--- config.mk ---
export PLATFORM = sky130hd
export DESIGN_NAME = acq_trigger_ctrl
export DESIGN_NICKNAME = d
export VERILOG_FILES = /design/src/rtl/acq_trigger_ctrl.sv
export SDC_FILE = /design/constraint.sdc
export NUM_CORES = 1
export LEC_CHECK = 0
export ABC_AREA = 1
export BUFFER_PORTS_ARGS = -buffer_cell sky130_fd_sc_hd__buf_4
export CAP_MARGIN = 25
export CORE_MARGIN = 5
export CORE_UTILIZATION = 35
export CTS_BUF_LIST = sky130_fd_sc_hd__clkbuf_4 sky130_fd_sc_hd__clkbuf_8
export CTS_CLUSTER_DIAMETER = 80
export DETAILED_ROUTE_END_ITERATION = 10
export HOLD_SLACK_MARGIN = 0.15
export PLACE_DENSITY = 0.58
export SLEW_MARGIN = 20
export SYNTH_ARGS = -nofsm -noshare
export SYNTH_HDL_FRONTEND = slang
export SYNTH_SLANG_ARGS = --single-unit
--- constraint.sdc ---
create_clock -name clk -period 3.3 [get_ports clk]
set_clock_uncertainty 0.2 [all_clocks]
set_input_delay 0.165 -clock clk [delete_from_list [all_inputs] [get_ports clk]]
set_output_delay 0.165 -clock clk [all_outputs]
set_load 0.01 [all_outputs]
--- src/rtl/acq_trigger_ctrl.sv ---
// Acquisition trigger sequencer: arms, waits for a level/edge match on the probe,
// then forwards a bounded number of post-trigger samples until done or overflow.
module acq_trigger_ctrl #(
    parameter int unsigned PROBE_W = 16,
    parameter int unsigned CNT_W   = 32
) (
    input  logic               clk,
    input  logic               rst,
    input  logic               acq_enable,
    input  logic               sample_strobe,
    input  logic [PROBE_W-1:0] probe,
    input  logic [PROBE_W-1:0] trig_mask,
    input  logic [PROBE_W-1:0] trig_value,
    input  logic [PROBE_W-1:0] trig_edge,
    input  logic [CNT_W-1:0]   sample_limit,
    input  logic               fifo_overflow,
    output logic [PROBE_W-1:0] sample_out,
    output logic               sample_valid,
    output logic [2:0]         state,
    output logic               triggered,
    output logic               stalled,
    output logic [CNT_W-1:0]   sample_count
);

    typedef enum logic [2:0] {
        ST_IDLE    = 3'd0,
        ST_ARMED   = 3'd1,
        ST_RUN     = 3'd2,
        ST_DONE    = 3'd3,
        ST_STALLED = 3'd4
    } state_t;

    state_t             state_q;
    logic [PROBE_W-1:0] prev_q;
    logic               prev_valid_q;

    logic               level_ok;
    logic               edge_ok;
    logic               match;
    logic [CNT_W-1:0]   count_inc;
    logic               count_hit;

    // Trigger qualification; edge bits need a previous sample taken while armed.
    always_comb begin
        level_ok = ((probe ^ trig_value) & trig_mask) == '0;
        edge_ok  = (trig_edge == '0) ||
                   (prev_valid_q && (((probe ^ prev_q) & trig_edge) == trig_edge));
        match    = level_ok && edge_ok;
    end

    // Saturating next count; the count is zero while armed, so the trigger sample becomes 1.
    always_comb begin
        count_inc = (sample_count == '1) ? sample_count : sample_count + CNT_W'(1);
        count_hit = (sample_limit != '0) && (count_inc == sample_limit);
    end

    always_ff @(posedge clk) begin
        if (rst) begin
            state_q      <= ST_IDLE;
            sample_out   <= '0;
            sample_valid <= 1'b0;
            triggered    <= 1'b0;
            stalled      <= 1'b0;
            sample_count <= '0;
            prev_q       <= '0;
            prev_valid_q <= 1'b0;
        end else begin
            sample_valid <= 1'b0;
            if (!acq_enable) begin
                state_q      <= ST_IDLE;
                triggered    <= 1'b0;
                stalled      <= 1'b0;
                sample_count <= '0;
                prev_valid_q <= 1'b0;
            end else begin
                case (state_q)
                    ST_IDLE: begin
                        state_q      <= ST_ARMED;
                        prev_valid_q <= 1'b0;
                        sample_count <= '0;
                    end
                    ST_ARMED: begin
                        if (fifo_overflow) begin
                            state_q <= ST_STALLED;
                            stalled <= 1'b1;
                        end else if (sample_strobe) begin
                            prev_q       <= probe;
                            prev_valid_q <= 1'b1;
                            if (match) begin
                                triggered    <= 1'b1;
                                sample_out   <= probe;
                                sample_valid <= 1'b1;
                                sample_count <= count_inc;
                                state_q      <= count_hit ? ST_DONE : ST_RUN;
                            end
                        end
                    end
                    ST_RUN: begin
                        if (fifo_overflow) begin
                            state_q <= ST_STALLED;
                            stalled <= 1'b1;
                        end else if (sample_strobe) begin
                            sample_out   <= probe;
                            sample_valid <= 1'b1;
                            sample_count <= count_inc;
                            if (count_hit) begin
                                state_q <= ST_DONE;
                            end
                        end
                    end
                    ST_DONE, ST_STALLED: begin
                        // Terminal until acquisition is disabled.
                        state_q <= state_q;
                    end
                    default: begin
                        state_q <= ST_IDLE;
                    end
                endcase
            end
        end
    end

    assign state = state_q;

endmodule

# Word-level counts from Yosys, hierarchy flattened
# Cells that the tools add are included.
[totals]
wordCells = 83
ff_bits = 71
out_inout_bits = 54
[op_classes]
n_bitwise = 7
reduce_logical = 21
eq_ne = 16
n_addsub = 1
muxes = 30
[ops]
columns = ["operator", "n"]
rows = [
  ["32-bit two-way mux", 6],
  ["32-bit case mux with 3 select lines", 1],
  ["16-bit two-way mux", 5],
  ["32-bit by 1-bit adder with 32-bit output, second input constant", 1],
  ["16-bit bitwise AND", 2],
  ["32-bit equality test", 1],
  ["32-bit equality test, second input constant", 1],
  ["16-bit logical NOT", 2],
  ["16-bit case mux with 2 select lines", 1],
  ["32-bit nonzero test", 1],
  ["16-bit bitwise XOR", 2],
  ["3-bit two-way mux", 6],
  ["16-bit equality test", 1],
  ["3-bit inequality test, second input constant", 4],
  ["3-bit case mux with 4 select lines", 1],
  ["2-bit inequality test, second input constant", 5],
  ["1-bit two-way mux", 8],
  ["4-bit AND reduction", 2],
  ["7-bit AND reduction", 1],
  ["3-bit by 2-bit equality test with 1-bit output, second input constant", 2],
  ["6-bit AND reduction", 1],
  ["2-bit OR reduction", 3],
  ["5-bit AND reduction", 1],
  ["1-bit case mux with 2 select lines", 2],
  ["other kinds (10)", 15],
]

# Longest topological paths before layout
[logic_depth]
depth_word = 10
depth_mapped = 20
mapped_depth_nobuf = 19

# Worst setup path before layout
# OpenSTA, ideal clock, no wires.
[synth_path]
path_type = "reg2reg"
start = "register sample_count[1]"
end = "register state_q[1] (netlist: state[1])"
path_buffers = 1
arrival_ps = 2238
path_stages_with_launch = 18
required_ps = 3030
setup_slack_ps = 792
setup_ps = 70
cell_sequence = "dfxtp_1 > ha_1 > nand3_2 > inv_2 > nand2_4 > nor2_8 > nand2_4 > buf_6 > nand2_1 > xnor2_1 > nand3_1 > nor2_1 > nand2_1 > nor2_2 > nand3_2 > nand2_1 > nand2_1 > a21oi_1"
[synth_via]
elab_chain_len = 6
word_cells_on_any_way = 7
[synth_rtl]
columns = ["element", "line", "rtl"]
rows = [
  ["start, declared", "22", "output logic [CNT_W-1:0] sample_count"],
  ["start signal, assigned", "93", "sample_count <= count_inc;"],
  ["start signal, assigned", "105", "sample_count <= count_inc;"],
  ["32-bit by 1-bit adder with 32-bit output / 32-bit equality test (equally long branches)", "53", "count_inc = (sample_count == '1) ? sample_count : sample_count + CNT_W'(1);"],
  ["32-bit two-way mux (*)", "53", ""],
  ["32-bit equality test (*)", "54", "count_hit = (sample_limit != '0) && (count_inc == sample_limit);"],
  ["1-bit logical AND (*)", "54", ""],
  ["3-bit inequality test (no source line) (*)", "-", ""],
  ["5-bit AND reduction (no source line) (*)", "-", ""],
  ["end signal, assigned", "94", "state_q <= count_hit ? ST_DONE : ST_RUN;"],
  ["end signal, assigned", "113", "state_q <= state_q;"],
  ["end, declared", "33", "state_t state_q;"],
]
# Every way passes the cells marked *; elsewhere a longest branch is shown, timed or not.
# A chain may end at the register's enable or synchronous reset.

# Worst setup path after layout
# Same ends and word-level chain as after synthesis.

==> summary.txt <==
Outcome - finished clean
IR drop worst, VDD - 227 uV
RSZ-0062 raised after global routing - no
Asr flop ratio synth - 0
Root buffer cell - clkbuf_8
Post-cts sizing count - 0
#FFs+latches synth - 71
CTS tree - built
Synthesized net count - 973
Grt total ovfl - 0
First-pass GRT wire length - 30300 um
ANT cells - 0
Mean post-synth cell area - 5.89 um^2
Port buffer count - 154
Layout net count - 1157
Final Cycle Share - 0.919
Tot Pwr - 0.00215 W
Hold slack - 0.221 ns
Seq pwr share - 0.412
Total track usage - 0.230
Count of final setup violators - 0
Initial antenna violation count - 0
Final hold vios - 0
Mapped Area - 5130 um^2
Distinct cell type count after synthesis - 32
Post-layout min period - 3.03 ns
Fmax - 330 MHz
Synth Warn # - 0
Clock power frac - 0.393
Setup TNS - 0 ns
# Max-Cap Violations - 0
Post-route cell area - 7040 um^2
Vias - 6275
Initial core utilization - 0.354
CTS Buf Count - 9
Antenna viol nets, final - 0
Die width - 131 um
Routed WL - 19700 um
Hold-fix buffers, CTS - 23
P_int - 0.00150 W
CTS H-tree depth - 3
Number of global-route vias before repair - 5912
Layout Cells excl Fill - 1244
Leak Pwr - 3.22 nW
Sw Ratio - 0.303
Post-Synthesis Cells - 871
Sink Count - 71
Dominant synthesized flop cell - dfxtp_1
Max Slew Vio Count - 0
Largest net degree at the start of global routing - 53
Initial DRC count - 384
Routability congestion estimate - 0.956
Post-CTS Repair Setup Buffers - 0
# placed instances - 1205
P_sw - 0.000652 W
Drt wl/cell - 15.8 um
Residual DRC - 0
Synth top area share - 0.277
EDFF count, synth - 0
Setup crit start kind - flop
Synth area leaders - dfxtp_1 (28%), nand2_1 (20%), nand3_1 (11%)
Core area - 14500 um^2
Via density - 5.04
Crit end category - flop
Pwr/cell area - 306 nW/um^2
Worst-margin pin slew - 0.566 ns
Sequential area share after synthesis - 0.277
Count leader, synth - nand2_1
Drt first pass iters - 6
Die Span Y - 131 um
Clock slew seen by the registers of the worst setup and hold paths - 0.09 ns
Commonest cells post-synth - nand2_1 (274), nand3_1 (112), nor2_1 (109), inv_1 (96), dfxtp_1 (71)
Leading area contributor after synthesis - dfxtp_1
DIE AREA - 17200 um^2
Share of power burned in combinational logic - 0.195
Clock Latency Late Sink - 0.38 ns
Layout area overhead - 37.1%
Worst EP required - 3.42 ns
Placed inst area - 6580 um^2
Max transition margin - 0.622
Crit-path max FO - 52
Number of I/O pins - 155
Share of layout cells above drive strength 1 - 0.217
Hpwl dp - 15500 um
Row cnt - 44
Critical Path AT - 3.15 ns
Critical path type - flop to flop
Clock buffer depth - 2
Hold Path Class - input pin to flop
[cells by family (layout without fill, tap and decap cells)]
group                      Yosys count  count (layout)  share of synthesized area
DFF                                 71              71                      0.277
adders and majority gates            1               1                    0.00244
AOI/OAI and AO/OA                   97              97                      0.121
and+or+nand+nor                    561             561                      0.476
xor gates and xnor gates            16              16                     0.0273
buffers and inverters              125             314                     0.0963
[metal layers]
layer	track usage	up-vias	share of wire	routed length (um)
met5	0	-	0	0
met4	0.103	0	0.035	691
met3	0.0632	45	0.083	1630
met2	0.389	243	0.47	9230
met1	0.271	2777	0.41	8090
li1	-	3210	-	-
[worst max-delay path, stage by stage (launching register included)]
cell and delay, ns:
dfxtp_1 0.35, ha_1 0.28, nand3_2 0.16, inv_2 0.13, nand2_4 0.09, nor2_8 0.19
nand2_4 0.33, nand3_1 0.21, nand2_1 0.11, nand3b_1 0.18, nor2_1 0.15, nand2_1 0.08
nor2_2 0.14, nand3_2 0.12, nand2_1 0.10, nand2_1 0.05, a21oi_1 0.12
[cell type report]
type	instances	area (um^2)
clock inverter	7	104
fill	1581	7440
multi-input combinational	675	3230
sequential	71	1420
tap	184	230
inverter	98	368
timing repair buffer	200	1560
clock buffer	9	124
[power groups by stage]
| stage | combinational (W) | clock, W | sequential, W |
|---|---|---|---|
| finish | 0.000420 | 0.000846 | 0.000888 |
| global route | 0.000463 | 0.000889 | 0.000891 |
| CTS | 0.000420 | 0.000864 | 0.000888 |
| detailed placement | 0.000400 | 0 | 0.000907 |
| global placement | 0.000400 | 0 | 0.000907 |
| floorplan | 0.000190 | 0 | 0.000912 |
[registers in the layout (all words and copies together) (netlist names)]
register	flops
sample_out	16
sample_count	32
triggered	1
prev_q	16
sample_valid	1
state	3
prev_valid_q	1
stalled	1
[worst paths after layout]
path	cells past startpoint	start	end	slack, ns
hold / removal	10	sample_limit[17]	state[0]	0.22
setup / recovery	16	sample_count[1]	state[1]	0.27
hold reg to reg	2	stalled	stalled	0.26
setup reg to reg	16	sample_count[1]	state[1]	0.27
[placed cells by master, fill, tap and decap left out, types with 2 or more instances in the layout]
| cell | synthesis | final |
|---|---|---|
| clkinvlp_4 | 0 | 2 |
| dfxtp_1 | 71 | 71 |
| nand4_1 | 11 | 11 |
| nand2_1 | 274 | 274 |
| dlygate4sd3_1 | 0 | 23 |
| nor3_1 | 10 | 10 |
| nand3_2 | 3 | 3 |
| o21bai_1 | 2 | 2 |
| buf_4 | 0 | 177 |
| inv_6 | 0 | 2 |
| or2_2 | 21 | 21 |
| xnor2_1 | 11 | 11 |
| nand3b_1 | 5 | 5 |
| clkbuf_8 | 0 | 9 |
| inv_1 | 96 | 96 |
| xor2_1 | 5 | 5 |
| nor2_2 | 5 | 7 |
| o21ai_0 | 10 | 10 |
| nand2_4 | 2 | 2 |
| a21oi_1 | 32 | 32 |
| nor2_1 | 109 | 107 |
| bufinv_16 | 0 | 2 |
| nand3_1 | 112 | 112 |
| nor4_1 | 6 | 6 |
| a31oi_1 | 7 | 7 |
| a211oi_1 | 43 | 43 |
[per-stage QoR]
step | setup WS, ns | utilization
after floorplan | 0.792 | -
after global placement | 0.434 | 0.454
after detailed placement | 0.329 | 0.454
after CTS | 0.332 | 0.486
after global routing | 0.0643 | 0.486
final | 0.266 | 0.486
Note: power is estimated with default switching activity, not from simulation.
